$ cat config.mk
export PLATFORM = sky130hd
export DESIGN_NAME = bcd_to_bin_seq
export DESIGN_NICKNAME = d
export VERILOG_FILES = /design/src/rtl/bcd_to_bin_seq.sv
export SDC_FILE = /design/constraint.sdc
export NUM_CORES = 1
export LEC_CHECK = 0
export BUFFER_PORTS_ARGS = -buffer_cell sky130_fd_sc_hd__buf_2
export CAP_MARGIN = 5
export CORE_MARGIN = 2
export CORE_UTILIZATION = 45
export CTS_BUF_LIST = sky130_fd_sc_hd__clkbuf_4 sky130_fd_sc_hd__clkbuf_8
export DETAILED_ROUTE_END_ITERATION = 12
export GPL_TIMING_DRIVEN = 1
export PLACE_DENSITY_LB_ADDON = 0.08
export SLEW_MARGIN = 20
export SYNTH_ARGS = -nofsm -noshare
export SYNTH_HDL_FRONTEND = slang
export SYNTH_SLANG_ARGS = --single-unit
$ cat constraint.sdc
create_clock -name clk -period 4.35 [get_ports clk]
set_input_delay 0.2175 -clock clk [delete_from_list [all_inputs] [get_ports clk]]
set_output_delay 0.2175 -clock clk [all_outputs]
set_load 0.05 [all_outputs]
$ cat src/rtl/bcd_to_bin_seq.sv
// Sequential BCD-to-binary converter (reverse double-dabble, one bit per clock).
// Ports:
//   clk, rst_n  - clock, asynchronous active-low reset
//   start       - asynchronous convert request; its rising edge starts a conversion
//   bcd_in      - packed BCD digits, [3:0] = ones
//   bin_out     - binary result, held until the next done
//   err         - per-digit invalid flag (bit0 = ones), held with bin_out
//   busy        - high whenever the FSM is not IDLE
//   done        - one-cycle pulse when bin_out/err have been updated
module bcd_to_bin_seq #(
  parameter int unsigned DIGITS = 3,
  parameter int unsigned BIN_W  = 10
) (
  input  logic                  clk,
  input  logic                  rst_n,
  input  logic                  start,
  input  logic [4*DIGITS-1:0]   bcd_in,
  output logic [BIN_W-1:0]      bin_out,
  output logic [DIGITS-1:0]     err,
  output logic                  busy,
  output logic                  done
);

  localparam int unsigned BCD_W = 4 * DIGITS;
  localparam int unsigned CNT_W = $clog2(BIN_W + 1);
  localparam logic [CNT_W-1:0] LAST_CNT = CNT_W'(BIN_W - 1);

  typedef enum logic [1:0] {IDLE, CHECK, SHIFT, DONE} state_t;

  state_t            state_q, state_d;
  logic [2:0]        sync_q;
  logic              start_edge_c;
  logic [BCD_W-1:0]  bcd_q;
  logic [BIN_W-1:0]  acc_q;
  logic [CNT_W-1:0]  cnt_q;
  logic [DIGITS-1:0] err_c;
  logic [BCD_W-1:0]  bcd_sh_c, bcd_nx_c;
  logic [BIN_W-1:0]  acc_nx_c;

  // sync_q[1] is the synchronized start; sync_q[2] is its previous value
  assign start_edge_c = sync_q[1] & ~sync_q[2];

  // Synchronizer and edge-detect flops
  always_ff @(posedge clk or negedge rst_n) begin
    if (!rst_n) sync_q <= '0;
    else        sync_q <= {sync_q[1:0], start};
  end

  // Invalid-digit detection on the latched operand
  always_comb begin
    err_c = '0;
    for (int i = 0; i < int'(DIGITS); i++)
      err_c[i] = (bcd_q[4*i +: 4] > 4'd9);
  end

  // One reverse double-dabble step: shift right, then correct nibbles >= 8
  always_comb begin
    {bcd_sh_c, acc_nx_c} = {bcd_q, acc_q} >> 1;
    bcd_nx_c = bcd_sh_c;
    for (int i = 0; i < int'(DIGITS); i++)
      if (bcd_sh_c[4*i +: 4] >= 4'd8)
        bcd_nx_c[4*i +: 4] = bcd_sh_c[4*i +: 4] - 4'd3;
  end

  // State register
  always_ff @(posedge clk or negedge rst_n) begin
    if (!rst_n) state_q <= IDLE;
    else        state_q <= state_d;
  end

  // Next-state logic; edge requests outside IDLE are simply ignored
  always_comb begin
    state_d = state_q;
    case (state_q)
      IDLE:    if (start_edge_c) state_d = CHECK;
      CHECK:   state_d = (|err_c) ? DONE : SHIFT;
      SHIFT:   if (cnt_q == LAST_CNT) state_d = DONE;
      DONE:    state_d = IDLE;
      default: state_d = IDLE;
    endcase
  end

  // Datapath and registered outputs
  always_ff @(posedge clk or negedge rst_n) begin
    if (!rst_n) begin
      bcd_q   <= '0;
      acc_q   <= '0;
      cnt_q   <= '0;
      bin_out <= '0;
      err     <= '0;
      busy    <= 1'b0;
      done    <= 1'b0;
    end else begin
      busy <= (state_d != IDLE);
      done <= (state_d == DONE);
      case (state_q)
        IDLE: if (start_edge_c) bcd_q <= bcd_in;
        CHECK: begin
          err   <= err_c;
          acc_q <= '0;
          cnt_q <= '0;
          if (|err_c) bin_out <= '0;
        end
        SHIFT: begin
          bcd_q <= bcd_nx_c;
          acc_q <= acc_nx_c;
          cnt_q <= cnt_q + CNT_W'(1);
          if (cnt_q == LAST_CNT) bin_out <= acc_nx_c;
        end
        default: ;
      endcase
    end
  end

endmodule

==> impl_metrics.yaml <==
run_status:
  status: "complete, no violations"
setup_path:
  path_buf_inv: 1
  cp_cell_sequence: "inv_1 -> ha_1 -> nand3_4 -> mux2_4"
  worstPathRequired_ps: 4540
  crit_family: "adder cells"
  critPathMaxFanout: 21
  rrSetupSlack_ps: 2260
  crit_slowest_cell: "ha_1"
  cp-start-kind: "register"
  arrival_ps: 2280
  crit_path_max_incr_delay_ps: 770
  path_class: "register to register"
  cp-end-kind: "register"
die:
  die_x_um: 73.8
  start_util_pct: 46.4
  chipHeight_um: 73.8
  rows: 25
  die_area_sq_um: 5450
  pin_count: 30
  core-area_sq_um: 4720
detailed_routing:
  wl_per_cell_um: 13.6
  wirelength_um: 3960
  drc: 0
  drt_iter0_markers: 77
  drtPass1Iterations: 3
  viasPerCell: 4.89
  vias: 1417
  ant_nets: 0
timing:
  period_minus_slack_ps: 2090
  finClkSkew_ps: 12.8
  finalSetupViolations: 0
  hold_viol: 0
  slew_viol_final: 0
  rsz0062_at_grt: "no"
  relSlewSlack_pct: 34.1
  fin_tns_setup_ps: 0
  worst_pin_slew_ps: 989
  max_freq_ghz: 0.478
  fin_crit_sh_pct: 48.1
synth:
  syn_inst: 193
  syn-num-nets: 217
  async_flop_share_pct: 100
  ys_ff_latch: 45
  synth_cell_types: 35
  yosys_warnings: 0
  synthFlopType: "dfrtp_1"
  synth_edf_count: 0
  netlist_area_sq_um: 2190
  post_synth.cell_area_avg_sq_um: 11.4
  ys_seq_area_share_pct: 51.4
grt:
  track_usage_pct: 16.8
  grt_pass1_vias: 1549
  grt_max_degree: 46
  overflow: 0
  grt_pass1_wl_um: 6980
  grt_antenna_before_repair: 0
finish:
  fin_nets: 246
  drive_above_1_share_pct: 28.7
  antenna_cells_inserted: 0
  finalNonFillerCells: 290
  areaGrowthSynthToFinish_pct: 13.0
clock_network:
  clk_pin_slew_ps: 100
  cts_tree: "built"
  cts.sinks: 45
  post_cts_buffers: 0
  cts_root_buffer: "clkbuf_8"
  htree_levels: 2
  cts_buffers: 5
  ctsLongestPathBuffers: 2
  cts_resized: 0
  cts-hold-fix-buffers: 0
  insertion_delay_ps: 300
job:
  maxCapViolations: 0
power:
  vdd_drop_max_v: 0.000284
  power.density_nw_per_um2: 711
  p_leak_uw: 0.00126
placement:
  io_buffers: 29
  dp.cells: 282
  gp_congestion: 0.716
  place_hpwl_um: 2780
worst_hold_path:
  hp-class: "primary input to register"
==> routing by layer <==
metal / track usage, % / vias up / wire length [um]
met2: 28.5 / 26 / 1910
met5: 0 / - / 0
met4: 5.45 / 0 / 53
met3: 4.39 / 6 / 142
li1: - / 713 / -
met1: 20.9 / 672 / 1850
==> power by group <==
part / switching (uW) / internal (uW) / leakage [uW]
Clock: 155 / 116 / 0.0000447
Sequential: 97.3 / 535 / 0.000590
Combinational: 532 / 326 / 0.000623
Total: 783 / 978 / 0.00126
==> path summary, 6_finish.rpt <==
| kind | startpoint | endpoint | cells past startpoint |
|---|---|---|---|
| setup / recovery | state_q[0]$_DFF_PN0_ | bin_out[1]$_DFFE_PN0P_ | 4 |
| hold / removal | start | sync_q[0]$_DFF_PN0_ | 1 |
| setup reg to reg | state_q[0]$_DFF_PN0_ | bin_out[1]$_DFFE_PN0P_ | 4 |
| hold reg to reg | sync_q[0]$_DFF_PN0_ | sync_q[1]$_DFF_PN0_ | 0 |
| max in group asynchronous | rst_n | bcd_q[1]$_DFFE_PN0P_ | 1 |
| min in group asynchronous | rst_n | bcd_q[7]$_DFFE_PN0P_ | 1 |
==> cell usage after synthesis, types with 5 or more instances <==
cell,instances,area (sq um)
nand2_1,20,75.1
mux2_2,8,90.1
and2_1,7,43.8
nor2_1,6,22.5
buf_2,5,25.0
ha_1,9,113
mux2i_1,10,100
mux2_4,8,120
o21ai_0,21,105
dfrtp_1,45,1130
inv_1,14,52.6
==> cell type report <==
| type | instances | area [sq um] |
|---|---|---|
| Clock inverter | 3 | 25.0 |
| Fill cell | 429 | 2250 |
| Inverter | 15 | 56.3 |
| Tap cell | 67 | 83.8 |
| Sequential cell | 45 | 1130 |
| Clock buffer | 5 | 68.8 |
| Multi-Input combinational cell | 126 | 972 |
| Timing Repair Buffer | 29 | 145 |
==> flip-flops by register name (all words and copies together), names as in the netlist <==
register	count
cnt_q	4
done	1
bcd_q	12
state_q	2
busy	1
sync_q	3
err	3
acc_q	9
bin_out	10
==> cells by family (layout without fill, tap and decap cells) <==
group / Yosys count / count (layout) / share of synthesized area [%]
adders and majority gates: 9 / 9 / 5.14
AOI/OAI and AO/OA: 35 / 35 / 9.93
and+or+nand+nor: 52 / 52 / 13.4
muxes: 26 / 26 / 14.2
DFF: 45 / 45 / 51.4
buffers and inverters: 22 / 52 / 4.39
xor gates and xnor gates: 4 / 4 / 1.60
==> metrics by stage <==
step                      hold slack [ps]  utilization [%]  setup WS (ps)  power [uW]  area, sq um
final                                24.9             52.5           2260        1760         2480
after global routing                 16.4             52.5           2100        1910         2480
after CTS                            15.5             52.4           1820        1780         2470
after detailed placement              328             50.4           1820        1510         2380
after global placement                328             50.4           2040        1470         2380
after floorplan                     -78.1                -           2770        1340         2190
==> cells in the final DEF (no fill, tap or decap), drive strengths merged, types with 3 or more instances in the layout <==
| master | instances |
|---|---|
| mux2i | 10 |
| inv | 15 |
| ha | 9 |
| nor3 | 3 |
| clkbuf | 5 |
| nand2 | 20 |
| nand3 | 4 |
| nor2b | 4 |
| and2 | 8 |
| mux2 | 16 |
| xnor2 | 4 |
| dfrtp | 45 |
| nand3b | 3 |
| o21ai | 24 |
| buf | 29 |
| a21oi | 4 |
| nor2 | 6 |
Note: power is estimated with default switching activity, not from simulation.
